$ cat src/rtl/ag_tcu_dispatch_arbiter_if.sv
// Dispatch-side and core-side handshake bundle for the AG-TCU dispatch arbiter.
// The slave modport is the arbiter; the master modport is the requesters plus core.
interface ag_tcu_dispatch_arbiter_if #(
    parameter int NUM_REQS    = 4,
    parameter int MAX_PENDING = 8,
    parameter int EXE_W       = 64,
    parameter int RES_W       = 64
);
    localparam int CNT_W = $clog2(MAX_PENDING) + 1;

    logic [NUM_REQS-1:0]       req_valid;
    logic [NUM_REQS*EXE_W-1:0] req_data;
    logic [NUM_REQS-1:0]       req_ready;
    logic                      exe_valid;
    logic [EXE_W-1:0]          exe_data;
    logic                      exe_ready;
    logic                      res_valid;
    logic [RES_W-1:0]          res_data;
    logic                      res_ready;
    logic [NUM_REQS-1:0]       rsp_valid;
    logic [RES_W-1:0]          rsp_data;
    logic [NUM_REQS-1:0]       rsp_ready;
    logic [CNT_W-1:0]          pending_cnt;
    logic                      proto_err;

    modport slave (
        input  req_valid, req_data, exe_ready, res_valid, res_data, rsp_ready,
        output req_ready, exe_valid, exe_data, res_ready, rsp_valid, rsp_data,
               pending_cnt, proto_err
    );

    modport master (
        output req_valid, req_data, exe_ready, res_valid, res_data, rsp_ready,
        input  req_ready, exe_valid, exe_data, res_ready, rsp_valid, rsp_data,
               pending_cnt, proto_err
    );
endinterface

$ cat src/rtl/ag_tcu_dispatch_arbiter.sv
// Round-robin arbiter sharing one AG-TCU core among NUM_REQS requesters, with an
// in-order tag FIFO that steers each core result back to its issuing requester.
module ag_tcu_dispatch_arbiter #(
    parameter int NUM_REQS    = 4,
    parameter int MAX_PENDING = 8,
    parameter int EXE_W       = 64,
    parameter int RES_W       = 64
) (
    input  logic                  clk,
    input  logic                  reset_n,
    ag_tcu_dispatch_arbiter_if.slave bus
);
    localparam int IDX_W = $clog2(NUM_REQS);
    localparam int PTR_W = $clog2(MAX_PENDING);
    localparam int CNT_W = PTR_W + 1;

    typedef enum logic {
        ST_ARB  = 1'b0,
        ST_LOCK = 1'b1
    } state_t;

    state_t           state, state_nxt;
    logic [IDX_W-1:0] rr_ptr;
    logic [IDX_W-1:0] locked_idx, locked_idx_nxt;
    logic [IDX_W-1:0] rr_grant, grant, head;
    logic [PTR_W-1:0] wr_ptr, rd_ptr;
    logic [CNT_W-1:0] count;
    logic [IDX_W-1:0] tag_mem [MAX_PENDING];
    logic             any_req, full, empty;
    logic             exe_fire, res_fire, lock_drop, orphan_res;
    logic             proto_err_q;

    function automatic logic [IDX_W-1:0] rr_pick(input logic [NUM_REQS-1:0] valid,
                                                 input logic [IDX_W-1:0]    ptr);
        logic [IDX_W-1:0] pick;
        logic             found;
        int               idx;
        pick  = ptr;
        found = 1'b0;
        for (int k = 0; k < NUM_REQS; k++) begin
            idx = (int'(ptr) + k) % NUM_REQS;
            if (!found && valid[idx]) begin
                pick  = IDX_W'(idx);
                found = 1'b1;
            end
        end
        return pick;
    endfunction

    function automatic logic [IDX_W-1:0] next_idx(input logic [IDX_W-1:0] g);
        return (int'(g) == NUM_REQS - 1) ? '0 : g + IDX_W'(1);
    endfunction

    assign any_req  = |bus.req_valid;
    assign full     = (count == CNT_W'(MAX_PENDING));
    assign empty    = (count == '0);
    assign rr_grant = rr_pick(bus.req_valid, rr_ptr);
    assign grant    = (state == ST_LOCK) ? locked_idx : rr_grant;

    // No handshake is advertised while reset is held, even with requests pending.
    assign bus.exe_valid = reset_n & any_req & ~full;
    assign bus.exe_data  = bus.req_data[int'(grant)*EXE_W +: EXE_W];
    assign exe_fire      = bus.exe_valid & bus.exe_ready;

    always_comb begin
        bus.req_ready = '0;
        if (reset_n && bus.exe_ready && !full)
            bus.req_ready[grant] = 1'b1;
    end

    assign lock_drop  = (state == ST_LOCK) & ~bus.req_valid[locked_idx];
    assign head       = tag_mem[rd_ptr];
    assign bus.res_ready = ~empty & bus.rsp_ready[head];
    assign bus.rsp_data  = bus.res_data;
    assign res_fire   = bus.res_valid & bus.res_ready;
    assign orphan_res = bus.res_valid & empty;

    always_comb begin
        bus.rsp_valid = '0;
        if (bus.res_valid && !empty)
            bus.rsp_valid[head] = 1'b1;
    end

    // A dropped lock outranks a stall so arbitration restarts from rr_ptr.
    always_comb begin
        state_nxt      = state;
        locked_idx_nxt = locked_idx;
        if (lock_drop) begin
            state_nxt = ST_ARB;
        end else if (exe_fire) begin
            state_nxt = ST_ARB;
        end else if (bus.exe_valid && !bus.exe_ready) begin
            state_nxt      = ST_LOCK;
            locked_idx_nxt = grant;
        end
    end

    always_ff @(posedge clk or negedge reset_n) begin
        if (!reset_n) begin
            state      <= ST_ARB;
            locked_idx <= '0;
        end else begin
            state      <= state_nxt;
            locked_idx <= locked_idx_nxt;
        end
    end

    always_ff @(posedge clk or negedge reset_n) begin
        if (!reset_n) begin
            rr_ptr      <= '0;
            wr_ptr      <= '0;
            rd_ptr      <= '0;
            count       <= '0;
            proto_err_q <= 1'b0;
        end else begin
            if (exe_fire) begin
                rr_ptr <= next_idx(grant);
                wr_ptr <= wr_ptr + PTR_W'(1);
            end
            if (res_fire)
                rd_ptr <= rd_ptr + PTR_W'(1);
            case ({exe_fire, res_fire})
                2'b10:   count <= count + CNT_W'(1);
                2'b01:   count <= count - CNT_W'(1);
                default: count <= count;
            endcase
            proto_err_q <= proto_err_q | lock_drop | orphan_res;
        end
    end

    always_ff @(posedge clk) begin
        if (exe_fire)
            tag_mem[wr_ptr] <= grant;
    end

    assign bus.pending_cnt = count;
    assign bus.proto_err   = proto_err_q;
endmodule

$ cat src/flat_wrapper.sv
// flat-port wrapper written by rule: the top's interface ports become plain ports
module ag_tcu_dispatch_arbiter_flat 
#(
    parameter int NUM_REQS    = 4,
    parameter int MAX_PENDING = 8,
    parameter int EXE_W       = 64,
    parameter int RES_W       = 64
)
  (clk, reset_n, bus_req_valid, bus_req_data, bus_exe_ready, bus_res_valid, bus_res_data, bus_rsp_ready, bus_req_ready, bus_exe_valid, bus_exe_data, bus_res_ready, bus_rsp_valid, bus_rsp_data, bus_pending_cnt, bus_proto_err);
  ag_tcu_dispatch_arbiter_if #(.NUM_REQS(NUM_REQS), .MAX_PENDING(MAX_PENDING), .EXE_W(EXE_W), .RES_W(RES_W)) bus_i ();
  input  logic clk;
  input  logic reset_n;
  input wire logic [$bits(bus_i.req_valid)-1:0] bus_req_valid;
  input wire logic [$bits(bus_i.req_data)-1:0] bus_req_data;
  input wire logic [$bits(bus_i.exe_ready)-1:0] bus_exe_ready;
  input wire logic [$bits(bus_i.res_valid)-1:0] bus_res_valid;
  input wire logic [$bits(bus_i.res_data)-1:0] bus_res_data;
  input wire logic [$bits(bus_i.rsp_ready)-1:0] bus_rsp_ready;
  output wire logic [$bits(bus_i.req_ready)-1:0] bus_req_ready;
  output wire logic [$bits(bus_i.exe_valid)-1:0] bus_exe_valid;
  output wire logic [$bits(bus_i.exe_data)-1:0] bus_exe_data;
  output wire logic [$bits(bus_i.res_ready)-1:0] bus_res_ready;
  output wire logic [$bits(bus_i.rsp_valid)-1:0] bus_rsp_valid;
  output wire logic [$bits(bus_i.rsp_data)-1:0] bus_rsp_data;
  output wire logic [$bits(bus_i.pending_cnt)-1:0] bus_pending_cnt;
  output wire logic [$bits(bus_i.proto_err)-1:0] bus_proto_err;
  assign bus_i.req_valid = bus_req_valid;
  assign bus_i.req_data = bus_req_data;
  assign bus_i.exe_ready = bus_exe_ready;
  assign bus_i.res_valid = bus_res_valid;
  assign bus_i.res_data = bus_res_data;
  assign bus_i.rsp_ready = bus_rsp_ready;
  assign bus_req_ready = bus_i.req_ready;
  assign bus_exe_valid = bus_i.exe_valid;
  assign bus_exe_data = bus_i.exe_data;
  assign bus_res_ready = bus_i.res_ready;
  assign bus_rsp_valid = bus_i.rsp_valid;
  assign bus_rsp_data = bus_i.rsp_data;
  assign bus_pending_cnt = bus_i.pending_cnt;
  assign bus_proto_err = bus_i.proto_err;
  ag_tcu_dispatch_arbiter #(.NUM_REQS(NUM_REQS), .MAX_PENDING(MAX_PENDING), .EXE_W(EXE_W), .RES_W(RES_W)) u_core (.clk(clk), .reset_n(reset_n), .bus(bus_i));
endmodule
$ cat config.mk
export PLATFORM = sky130hd
export DESIGN_NAME = ag_tcu_dispatch_arbiter_flat
export DESIGN_NICKNAME = d
export VERILOG_FILES = /design/src/rtl/ag_tcu_dispatch_arbiter_if.sv /design/src/rtl/ag_tcu_dispatch_arbiter.sv /design/src/flat_wrapper.sv
export SDC_FILE = /design/constraint.sdc
export NUM_CORES = 1
export LEC_CHECK = 0
export CAP_MARGIN = 30
export CORE_AREA = 5 5 183 185
export CTS_CLUSTER_DIAMETER = 150
export CTS_CLUSTER_SIZE = 8
export DETAILED_ROUTE_END_ITERATION = 16
export DIE_AREA = 0 0 188 190
export GPL_ROUTABILITY_DRIVEN = 1
export MAX_ROUTING_LAYER = met4
export SYNTH_ARGS = -nofsm -noshare
export SYNTH_HDL_FRONTEND = slang
export SYNTH_SLANG_ARGS = --single-unit
$ cat constraint.sdc
create_clock -name clk -period 5.1 [get_ports clk]
set_input_delay 0.51 -clock clk [delete_from_list [all_inputs] [get_ports clk]]
set_output_delay 0.51 -clock clk [all_outputs]
set_load 0.02 [all_outputs]
==> impl_metrics.csv <==
group,metric,value,unit
power,p_comb_frac,0.837,
grt,antenna_found_initial,0,
synthesis,ys_seq_area_frac,0.208,
place,dp_cells,1104,
clock_network,numClockSinks,32,
worst_setup_path,max_stage_delay,0.71,ns
clock_network,numCtsBuffers,5,
sta,fin_setup_tns,0,ns
power,p_sw,2.15,mW
clock_network,cts_root_buf,"clkbuf_16",
route,dr.pass1.iters,5,
place,placed_area,7750,µm²
route,wl_per_cell,17.2,µm
cells_and_area,layout.cells.non_filler,1112,
cells_and_area,regArea,881,µm²
synthesis,syn-cell-area,4240,µm²
grt,grtUsageTotal,0.100,
floorplan,dieWidth,188,µm
synthesis,async_flop_share,0.500,
power,power_density,587,nW/µm²
worst_setup_path,critPathKind,"in2out",
worst_setup_path,cp_max_fo,69,
place,io_buffers,346,
synthesis,synth_cell_type_count,43,
clock_network,cts_tree,"built",
route,ant_nets,0,
grt,grt_pass1_vias,4392,
sta,period_share,0.827,
place,dpl_worst_slack,0.970,ns
power,peakVddDrop,0.000334,V
sta,min_period,4.22,ns
cells_and_area,multi_input_area,2740,µm²
sta,drv_slew,0,
clock_network,cts.path.max_buffers,2,
clock_network,cts_hold_buf,0,
sta,setup_slack,0.882,ns
grt,grt_pass1_wl,26800,µm
power,p_clk_frac,0.061,
route,wl,19100,µm
cells_and_area,finish.utilization,0.248,
floorplan,dieHeight,190,µm
route,viasPerCell,3.70,
synthesis,yosysTopAreaCell,"mux2i_1",
clock_network,cts_setup_buffers,0,
flow_run,drv_cap,0,
floorplan,die_area,35700,µm²
sta,finalHoldViolCount,0,
floorplan,fp-row-count,66,
synthesis,netlist_instances,427,
grt,overflow,0,
status,status,"finished clean",
cells_and_area,drive_gt1_frac,0.0455,
sta,worstMarginPinSlew,0.772,ns
route,drc,0,
clock_network,cts_repair_resize_count,0,
floorplan,io-pin-count,475,
synthesis,synth_top_area_frac,0.458,
synthesis,synth_edf_count,16,
sta,clock-skew-final,0.00242,ns
synthesis,syn_nets,769,
sta,max-slew-margin-rel,0.472,
sta,rsz0062_at_grt,"no",
clock_network,clock_latency,0.27,ns
place,place_congestion,0.778,
place,dp_hpwl,16600,µm
route,drt_iter0_drc,120,
synthesis,synth.most_common_cell,"mux2i_1",
sta,setup_violations,0,
power,seqPwrFrac,0.102,
cells_and_area,area_delta_synth_final,86.4,%
cells_and_area,antenna_cells,0,
power,leakage,3.23,nW
synthesis,syn_area_per_cell,9.92,µm²
synthesis,ys_ff_latch,32,
synthesis,synth_flop_cell,"edfxtp_1",
floorplan,start_util,0.133,
hold_path,hp-class,"reg2reg",
worst_setup_path,worstSetupStartpointType,"input port",
power,power_switching_share,0.465,
synthesis,synthTopCellsByArea,"mux2i_1 46%, buf_4 11%, edfxtp_1 11%",
cells_and_area,design_area,7900,µm²
worst_setup_path,cp.required,4.59,ns
worst_setup_path,critical_path.endpoint_type,"output port",
grt,grt_max_degree,70,
worst_setup_path,arrival,3.71,ns
route,num_vias,4109,
clock_network,h-tree-depth,2,
worst_setup_path,crit_chain,"clkdlybuf4s50_1 > nor2_1 > a2111oi_0 > o31ai_4 > buf_12 > buf_4 > mux2i_1 > mux2i_1 > clkdlybuf4s50_1",
power,p_int,2.48,mW
floorplan,coreArea,31900,µm²
sta,fmax,0.237,GHz
clock_network,clkSlewWorstSetupHoldPaths,0.05,ns
synthesis,synth_common_cells,"194 x mux2i_1, 64 x buf_4, 21 x nor2_1",
cells_and_area,nets,1045,
cells_and_area,n_fill_cell,3419,
synthesis,ys_warn_count,0,
worst_setup_path,cp_slowest_cell,"a2111oi_0",
## critical path: cells and delay by family
| kind | cells | cell delay, ns |
|---|---|---|
| buffers and inverters | 4 | 1.81 |
| AOI/OAI and AO/OA | 2 | 0.91 |
| muxes | 2 | 0.28 |
| and+or+nand+nor | 1 | 0.07 |
## state kept, by name (all words and copies together) (netlist names)
register	flops
u_core.bus.pending_cnt	4
u_core.bus.proto_err	1
u_core.locked_idx	2
u_core.rd_ptr	3
u_core.rr_ptr	2
u_core.state	1
u_core.tag_mem	16
u_core.wr_ptr	3
## through the flow
stage | hold slack (ns) | power (mW)
6_report | 0.475 | 4.63
5_1_grt | 0.513 | 4.91
4_1_cts | 0.473 | 4.70
3_5_place_dp | 0.461 | 4.38
3_3_place_gp | 0.451 | 4.39
2_1_floorplan | 0.214 | 2.89
## final timing paths
check                                      from                         to  slack [ns]  cells after the start
max                            bus_req_valid[1]            bus_exe_data[2]        0.88                      9
min in group asynchronous               reset_n           u_core.rd_ptr[0]        0.57                      2
max reg2reg                    u_core.rd_ptr[0]  u_core.bus.pending_cnt[3]        1.63                     12
min reg2reg                u_core.bus.proto_err       u_core.bus.proto_err        0.47                      1
max in group asynchronous               reset_n  u_core.bus.pending_cnt[1]        4.33                      2
min                        u_core.bus.proto_err       u_core.bus.proto_err        0.47                      1
## power groups by stage
| stage | Clock, mW | Combinational [mW] | Sequential, mW |
|---|---|---|---|
| final | 0.282 | 3.88 | 0.472 |
| after global routing | 0.305 | 4.12 | 0.487 |
| after CTS | 0.292 | 3.94 | 0.471 |
| after detailed placement | 0 | 3.91 | 0.475 |
| after global placement | 0 | 3.91 | 0.472 |
| after floorplan | 0 | 2.44 | 0.459 |
## placed cells by master, fill, tap and decap left out, types with 3 or more instances in the layout
| cell type | netlist | final |
|---|---|---|
| inv_1 | 10 | 10 |
| o21ai_1 | 3 | 3 |
| buf_12 | 0 | 3 |
| clkbuf_16 | 0 | 5 |
| nand2_1 | 14 | 13 |
| edfxtp_1 | 16 | 16 |
| xnor2_1 | 7 | 7 |
| mux2_4 | 4 | 4 |
| mux2i_1 | 194 | 194 |
| nand2b_1 | 3 | 3 |
| buf_4 | 64 | 6 |
| nor2b_1 | 7 | 7 |
| mux4_2 | 3 | 3 |
| dfrtp_1 | 16 | 16 |
| inv_2 | 4 | 4 |
| ha_1 | 9 | 9 |
| clkdlybuf4s50_1 | 0 | 346 |
| nor2_1 | 21 | 21 |
## layout make-up
type / count / area share
clock buffers: 5 / 0.0158
clock inverters: 3 / 0.00238
inverters: 14 / 0.00666
multi-input cells: 295 / 0.347
flip-flops and latches: 32 / 0.112
well taps: 408 / 0.0646
repair buffers: 355 / 0.452
## logic make-up after synthesis
| kind of cell | count (synthesis) | synth area share |
|---|---|---|
| simple gates | 55 | 0.0611 |
| mux | 205 | 0.506 |
| compound gates | 17 | 0.0266 |
| buf+inv | 100 | 0.150 |
| flops | 32 | 0.208 |
| xor+xnor | 8 | 0.0165 |
| fa+ha+maj | 10 | 0.0313 |
## layer usage
layer,track usage,up-vias,wire (µm)
met5,-,-,0
met4,0.0119,0,82
met3,0.0354,6,1490
met2,0.164,208,9200
met1,0.123,1872,8360
li1,-,2023,-
Power figures use the tool's default switching activity.
